--- src/rtl/freq_meter.sv ---
// freq_meter: period and duty meter for a slow square wave sampled on clkin.
// Define FREQ_METER_DUTY_EN to build the high-time counter; otherwise high_time reads 0.
module freq_meter #(
    parameter int WIDTH = 16
) (
    input  logic             clkin,
    input  logic             clr,
    input  logic             sig_in,
    output logic [WIDTH-1:0] period,
    output logic [WIDTH-1:0] high_time,
    output logic             valid,
    output logic             ovf,
    output logic             busy
);

    typedef enum logic [1:0] {
        ST_IDLE,
        ST_MEASURE,
        ST_OVF
    } state_t;

    localparam logic [WIDTH-1:0] CNT_ONE = {{(WIDTH-1){1'b0}}, 1'b1};
    localparam logic [WIDTH-1:0] CNT_MAX = {WIDTH{1'b1}};

    state_t           r_state;
    state_t           w_nextState;
    logic             r_s1;
    logic             r_s2;
    logic             r_s3;
    logic [WIDTH-1:0] r_cnt;
    logic             r_pend;
    logic [WIDTH-1:0] r_pendPeriod;
    logic [WIDTH-1:0] r_period;
    logic             r_valid;
    logic             r_ovf;
    logic             r_busy;
    logic             w_rise;
    logic             w_cntMax;
    logic             w_restart;
    logic             w_count;
    logic             w_publish;
    logic             w_enterOvf;

    always_ff @(posedge clkin) begin
        if (!clr) begin
            r_s1 <= 1'b0;
            r_s2 <= 1'b0;
            r_s3 <= 1'b0;
        end else begin
            r_s1 <= sig_in;
            r_s2 <= r_s1;
            r_s3 <= r_s2;
        end
    end

    assign w_rise   = r_s2 & ~r_s3;
    assign w_cntMax = (r_cnt == CNT_MAX);

    always_ff @(posedge clkin) begin
        if (!clr) begin
            r_state <= ST_IDLE;
            r_busy  <= 1'b0;
        end else begin
            r_state <= w_nextState;
            r_busy  <= (w_nextState == ST_MEASURE);
        end
    end

    always_comb begin
        w_nextState = r_state;
        case (r_state)
            ST_IDLE:    if (w_rise) w_nextState = ST_MEASURE;
            ST_MEASURE: if (!w_rise && w_cntMax) w_nextState = ST_OVF;
            ST_OVF:     if (w_rise) w_nextState = ST_MEASURE;
            default:    w_nextState = ST_IDLE;
        endcase
    end

    // A rise in any state restarts the count; only a rise in MEASURE closes a period.
    always_comb begin
        w_restart  = 1'b0;
        w_count    = 1'b0;
        w_publish  = 1'b0;
        w_enterOvf = 1'b0;
        case (r_state)
            ST_IDLE: begin
                w_restart = w_rise;
            end
            ST_MEASURE: begin
                w_restart  = w_rise;
                w_publish  = w_rise;
                w_count    = !w_rise && !w_cntMax;
                w_enterOvf = !w_rise && w_cntMax;
            end
            ST_OVF: begin
                w_restart = w_rise;
            end
            default: begin
                w_restart = 1'b0;
            end
        endcase
    end

    always_ff @(posedge clkin) begin
        if (!clr) begin
            r_cnt <= '0;
        end else if (w_restart) begin
            r_cnt <= CNT_ONE;
        end else if (w_count) begin
            r_cnt <= r_cnt + CNT_ONE;
        end
    end

    // Results pass through one holding stage so valid lands three edges after
    // the input is first sampled high.
    always_ff @(posedge clkin) begin
        if (!clr) begin
            r_pend       <= 1'b0;
            r_pendPeriod <= '0;
        end else begin
            r_pend <= w_publish;
            if (w_publish) begin
                r_pendPeriod <= r_cnt;
            end
        end
    end

    always_ff @(posedge clkin) begin
        if (!clr) begin
            r_period <= '0;
            r_valid  <= 1'b0;
            r_ovf    <= 1'b0;
        end else begin
            r_valid <= r_pend;
            if (r_pend) begin
                r_period <= r_pendPeriod;
                r_ovf    <= 1'b0;
            end else if (w_enterOvf) begin
                r_ovf <= 1'b1;
            end
        end
    end

`ifdef FREQ_METER_DUTY_EN
    logic [WIDTH-1:0] r_hcnt;
    logic [WIDTH-1:0] r_pendHigh;
    logic [WIDTH-1:0] r_highTime;

    always_ff @(posedge clkin) begin
        if (!clr) begin
            r_hcnt     <= '0;
            r_pendHigh <= '0;
            r_highTime <= '0;
        end else begin
            if (w_restart) begin
                r_hcnt <= CNT_ONE;
            end else if (w_count) begin
                r_hcnt <= r_hcnt + {{(WIDTH-1){1'b0}}, r_s2};
            end
            if (w_publish) begin
                r_pendHigh <= r_hcnt;
            end
            if (r_pend) begin
                r_highTime <= r_pendHigh;
            end
        end
    end

    assign high_time = r_highTime;
`else
    assign high_time = '0;
`endif

    assign period = r_period;
    assign valid  = r_valid;
    assign ovf    = r_ovf;
    assign busy   = r_busy;

endmodule
--- config.mk ---
export PLATFORM = sky130hd
export DESIGN_NAME = freq_meter
export DESIGN_NICKNAME = d
export VERILOG_FILES = /design/src/rtl/freq_meter.sv
export SDC_FILE = /design/constraint.sdc
export NUM_CORES = 1
export LEC_CHECK = 0
export ABC_AREA = 1
export CAP_MARGIN = 20
export CORE_ASPECT_RATIO = 0.9
export CORE_MARGIN = 2
export CORE_UTILIZATION = 47
export DETAILED_ROUTE_END_ITERATION = 16
export PLACE_DENSITY = 0.82
export SLEW_MARGIN = 20
export SYNTH_ARGS = -nofsm -noshare
export SYNTH_HDL_FRONTEND = slang
export SYNTH_SLANG_ARGS = --single-unit
export TNS_END_PERCENT = 50
--- constraint.sdc ---
create_clock -name clkin -period 1.95 [get_ports clkin]
set_clock_uncertainty 0.1 [all_clocks]
set_input_delay 0.39 -clock clkin [delete_from_list [all_inputs] [get_ports clkin]]
set_output_delay 0.39 -clock clkin [all_outputs]
set_load 0.02 [all_outputs]
# Yosys cells after proc, flatten, opt, wreduce, memory -nomap -nowiden
# Cells that the tools add are included.
[word_totals] register_bits=57 latch_bits=0 ramBits=0 romBits=0 in_bits=3 out_inout_bits=35 word_cells=39 memories=0
[op_classes] n_addsub=1 n_mul=0 n_div=0 magnitude_cmp=0 eq_ne=4 shifts=0 muxes=9 bitwise=3 reduce_logical=10
[ops] op="$add A16 B1 Y16 const B" n=1
[ops] op="$eq A16 B16 Y1 const B" n=1
[ops] op="$mux W1" n=6
[ops] op="$reduce_or A2 Y1" n=3
[ops] op="$eq A2 B1 Y1 const B" n=2
[ops] op="$mux W2" n=2
[ops] op="$pmux W2 S2" n=1
[ops] op="$reduce_or A3 Y1" n=1
[ops] op="$eq A2 B2 Y1 const B" n=1
[ops] op="$logic_and A1 B1 Y1" n=2
[ops] op="$logic_not A1 Y1" n=2
[ops] op="$logic_not A2 Y1" n=1
[ops] op="$not A1 Y1" n=2
[ops] op="$reduce_bool A2 Y1" n=1
[ops] op="$and A1 B1 Y1" n=1

# Depth between registers and ports, before layout
[logic_depth] depth_word=7 mapped_depth=9

# Least setup slack after synthesis
# Ideal clock, no wire load.
[synth_path] kind="reg2reg" startpoint="reg r_cnt[0]" endpoint="reg r_cnt[12]" setup_ps=66 arrival_ps=1429 required_ps=1784 slack_ps=355 path_stages_with_launch=9 n_path_buf=1 synth_period_minus_slack_ps=1595 path_cell_list="dfxtp_1 > ha_1 > nand3_4 > nor2_8 > nand2_2 > nand2_4 > buf_8 > nand2_1 > a21oi_2"
[synth_between] elab_chain_cells=4 elab_cells_between_ends=5
[synth_rtl] item="start, declared" line_no="30" text="logic [WIDTH-1:0] r_cnt;"
[synth_rtl] item="start signal, assigned" line_no="110" text="r_cnt <= r_cnt + CNT_ONE;"
[synth_rtl] item="branches (longest 4 deep; another with $add A16 B1 Y16)"
# Parallel ways; which one is timed is not known.
# A chain may end at the register's enable or synchronous reset.

# Worst setup path after layout
[layout_path] startpoint="reg r_period[5], in the netlist period[5]" endpoint="out period[5]"
[layout_lines] item="start, declared" line_no="33" text="logic [WIDTH-1:0] r_period;"
[layout_lines] item="start signal, assigned" line_no="136" text="r_period <= r_pendPeriod;"
[layout_lines] item="end, declared" line_no="9" text="output logic [WIDTH-1:0] period,"
# No word-level cell between the ends.

==> insert_results.sql <==
INSERT INTO impl_metrics (metric_group, metric, value, unit) VALUES
('worst_setup_path', 'cp.arrival', '1.40', 'ns'),
('drt', 'drt-vias-per-instance', '4.89', ''),
('timing', 'final_hold_viol_count', '0', ''),
('final_layout', 'area.growth.synth_to_final', '15.9', '%'),
('place', 'routabilityCongestion', '0.892', ''),
('drt', 'route.vias.total', '2144', ''),
('worst_setup_path', 'cp.buffers_inverters', '1', ''),
('final_layout', 'post_route_cells_drive_above_1_share', '0.102', ''),
('place', 'pre_cts_ws', '0.124', 'ns'),
('run', 'cap_violations', '0', ''),
('timing', 'finalHoldWorstSlack', '0.319', 'ns'),
('final_layout', 'area_taken_by_multi_input_logic_gates', '0.00112', 'mm2'),
('global_route', 'wire_length_of_the_first_global_routing_pass', '8.80', 'mm'),
('timing', 'setup_tns', '0', 'ns'),
('clock_network', 'cts.clk_slew.worst_paths', '0.07', 'ns'),
('worst_setup_path', 'crit_chain', 'clkdlybuf4s50_1', ''),
('clock_network', 'tritoncts', 'built', ''),
('floorplan', 'core.rowCount', '25', ''),
('floorplan', 'floorplan.core_area', '0.00522', 'mm2'),
('global_route', 'grt_overflow_total', '0', ''),
('worst_setup_path', 'critical_path.max_stage_delay', '0.64', 'ns'),
('power', 'worst_vdd_ir', '0.562', 'mV'),
('yosys', 'netlist-cell-type-count', '28', ''),
('final_layout', 'seqCellArea', '0.00114', 'mm2'),
('hold_path', 'hp-class', 'reg2reg', ''),
('global_route', 'via_count_of_the_first_global_routing_pass', '1918', ''),
('yosys', 'syn_inst', '337', ''),
('clock_network', 'cts_buffer_depth', '2', ''),
('yosys', 'netlist_top_cells_area', 'sky130_fd_sc_hd__dfxtp_1 45%, sky130_fd_sc_hd__nand2_1 13%, sky130_fd_sc_hd__o21ai_0 7.1%, sky130_fd_sc_hd__inv_1 5.4%, sky130_fd_sc_hd__a21oi_1 5.2%', ''),
('worst_setup_path', 'crit_fanout', '2', ''),
('drt', 'total_iterations_of_the_first_detailed_routing_run', '4', ''),
('clock_network', 'clock-sinks', '57', ''),
('final_layout', 'antennaDiodeCount', '0', ''),
('timing', 'timing.final.setup_violations', '0', ''),
('final_layout', 'finalNetCount', '370', ''),
('drt', 'detail_route.wirelength', '5.34', 'mm'),
('yosys', 'post_synth_instance_area', '0.00252', 'mm2'),
('floorplan', 'die_area', '0.00598', 'mm2'),
('power', 'power-per-cell-area', '768', 'mW/mm2'),
('worst_setup_path', 'crit_path_end_kind', 'output pin', ''),
('global_route', 'grt_max_degree', '25', ''),
('yosys', 'synth_largest_type_area_fraction', '0.452', ''),
('final_layout', 'final-instance-count-excl-fill', '438', ''),
('clock_network', 'ctsHoldBuffers', '0', ''),
('floorplan', 'start_util', '0.483', ''),
('floorplan', 'die_height', '73.5', 'um'),
('timing', 'rsz0062_at_grt', 'false', ''),
('drt', 'drcViolationCount', '0', ''),
('timing', 'number_of_pins_exceeding_their_max_slew_limit_in_the_final_report', '0', ''),
('place', 'dp.cells', '422', ''),
('place', 'dp_hpwl', '3.67', 'mm'),
('floorplan', 'die_w', '81.3', 'um'),
('timing', 'min_period_over_period', '0.967', ''),
('clock_network', 'postCtsResizedCells', '0', ''),
('final_layout', 'num-fill-cells', '478', ''),
('worst_setup_path', 'timing_worst_setup_path_type', 'reg2out', ''),
('drt', 'avgRoutedWirePerCell', '12.2', 'um'),
('yosys', 'synthesized_flop_and_latch_total', '57', ''),
('worst_setup_path', 'setup.worst_path.start_class', 'flip-flop', ''),
('yosys', 'yosysWarningCount', '0', ''),
('clock_network', 'clock_latency', '0.35', 'ns'),
('place', 'place_area', '0.00276', 'mm2'),
('yosys', 'seq_area_frac_synth', '0.452', ''),
('drt', 'drt_iter0_markers', '170', ''),
('final_layout', 'final_area', '0.00293', 'mm2'),
('clock_network', 'cts_inserted_buffers', '9', ''),
('timing', 'period_needed', '1.89', 'ns'),
('place', 'io_buffer_count', '21', ''),
('timing', 'clock.fmax', '530', 'MHz'),
('clock_network', 'htree_num_levels', '3', ''),
('outcome', 'result_of_the_run', 'completed', '');
-- worst reg2reg max path: cells and delay by family (launching register included) --
kind          cells  cell delay [ns]
simple gates      7             0.83
fa+ha+maj         1             0.26
flops             1             0.39
-- synthesized netlist by cell type, drive strengths merged --
cell and number:
a21boi 1, a21oi 27, buf 21, clkbuf 5, clkinv 2, conb 1, dfxtp 57, ha 1
inv 36, nand2 90, nand3 7, nand4 6, nor2 38, o21ai 36, or2 2, xnor2 4
xor2 3
-- area by class of cell --
| type | count | area share |
|---|---|---|
| flip-flops and latches | 57 | 0.390 |
| multi-input cells | 231 | 0.382 |
| repair buffers | 29 | 0.0924 |
| inverters | 38 | 0.0488 |
| clock buffers | 9 | 0.0423 |
| well taps | 67 | 0.0287 |
| clock inverters | 7 | 0.0158 |
-- kinds of logic (layout without fill, tap and decap cells) --
logic type,after synthesis,in the layout,share of synthesized area
simple gates,143,143,0.256
compound gates,64,64,0.134
buf+inv,64,83,0.128
flops,57,57,0.452
xor+xnor,7,7,0.0243
fa+ha+maj,1,1,0.00495
other cells,1,16,0.00149
-- through the flow --
stage                     total power, mW  utilization
after CTS                            2.27        0.560
final                                2.25        0.560
after global routing                 2.32        0.560
after global placement               1.31        0.527
after detailed placement             1.31        0.527
after floorplan                      1.31            -
-- power by group --
| group | internal, mW | switching (mW) |
|---|---|---|
| Sequential | 1.17 | 0.00490 |
| Clock | 0.456 | 0.503 |
| Combinational | 0.0265 | 0.0812 |
-- final timing paths --
kind / startpoint / end / slack, ns / cells past startpoint
worst max register to register: r_cnt[1] / r_cnt[0] / 0.28 / 8
worst min-delay path: r_s1 / r_s2 / 0.32 / 2
worst min register to register: r_s1 / r_s2 / 0.32 / 2
worst max-delay path: period[5] / period[5] / 0.06 / 1
-- layer usage --
metal,global-route usage,vias up,part of all wire
li1,-,1085,-
met2,0.300,68,0.47
met5,0,-,0
met1,0.252,981,0.46
met3,0.0762,10,0.061
met4,0.0829,0,0.016
-- state kept, by name (all words and copies together), names as in the netlist --
register      cells
r_pend            1
r_s3              1
busy              1
r_pendPeriod     16
r_s2              1
r_state           2
ovf               1
r_cnt            16
period           16
valid             1
r_s1              1
-- placed cells by master (no fill, tap or decap) --
| cell | count |
|---|---|
| sky130_fd_sc_hd__nand2_1 | 87 |
| sky130_fd_sc_hd__dfxtp_1 | 57 |
| sky130_fd_sc_hd__inv_1 | 36 |
| sky130_fd_sc_hd__o21ai_0 | 36 |
| sky130_fd_sc_hd__nor2_1 | 32 |
| sky130_fd_sc_hd__a21oi_1 | 26 |
| sky130_fd_sc_hd__clkdlybuf4s50_1 | 21 |
| sky130_fd_sc_hd__conb_1 | 16 |
| sky130_fd_sc_hd__clkbuf_8 | 9 |
| sky130_fd_sc_hd__buf_4 | 8 |
| sky130_fd_sc_hd__nand4_1 | 6 |
| sky130_fd_sc_hd__nand3_1 | 6 |
| sky130_fd_sc_hd__xnor2_1 | 4 |
| sky130_fd_sc_hd__xor2_1 | 3 |
| sky130_fd_sc_hd__clkinvlp_4 | 3 |
| sky130_fd_sc_hd__clkinv_2 | 3 |
| sky130_fd_sc_hd__clkinv_1 | 2 |
| sky130_fd_sc_hd__nor2_4 | 2 |
| sky130_fd_sc_hd__nand2_2 | 2 |
| sky130_fd_sc_hd__nor2_8 | 2 |
| sky130_fd_sc_hd__nor2_2 | 2 |
| sky130_fd_sc_hd__or2_2 | 1 |
| sky130_fd_sc_hd__nand3_4 | 1 |
| sky130_fd_sc_hd__or2_4 | 1 |
| sky130_fd_sc_hd__nand2_4 | 1 |
| sky130_fd_sc_hd__a21boi_4 | 1 |
| sky130_fd_sc_hd__a21oi_2 | 1 |
| sky130_fd_sc_hd__ha_1 | 1 |
| sky130_fd_sc_hd__inv_6 | 1 |
(Power assumes the default switching activity.)
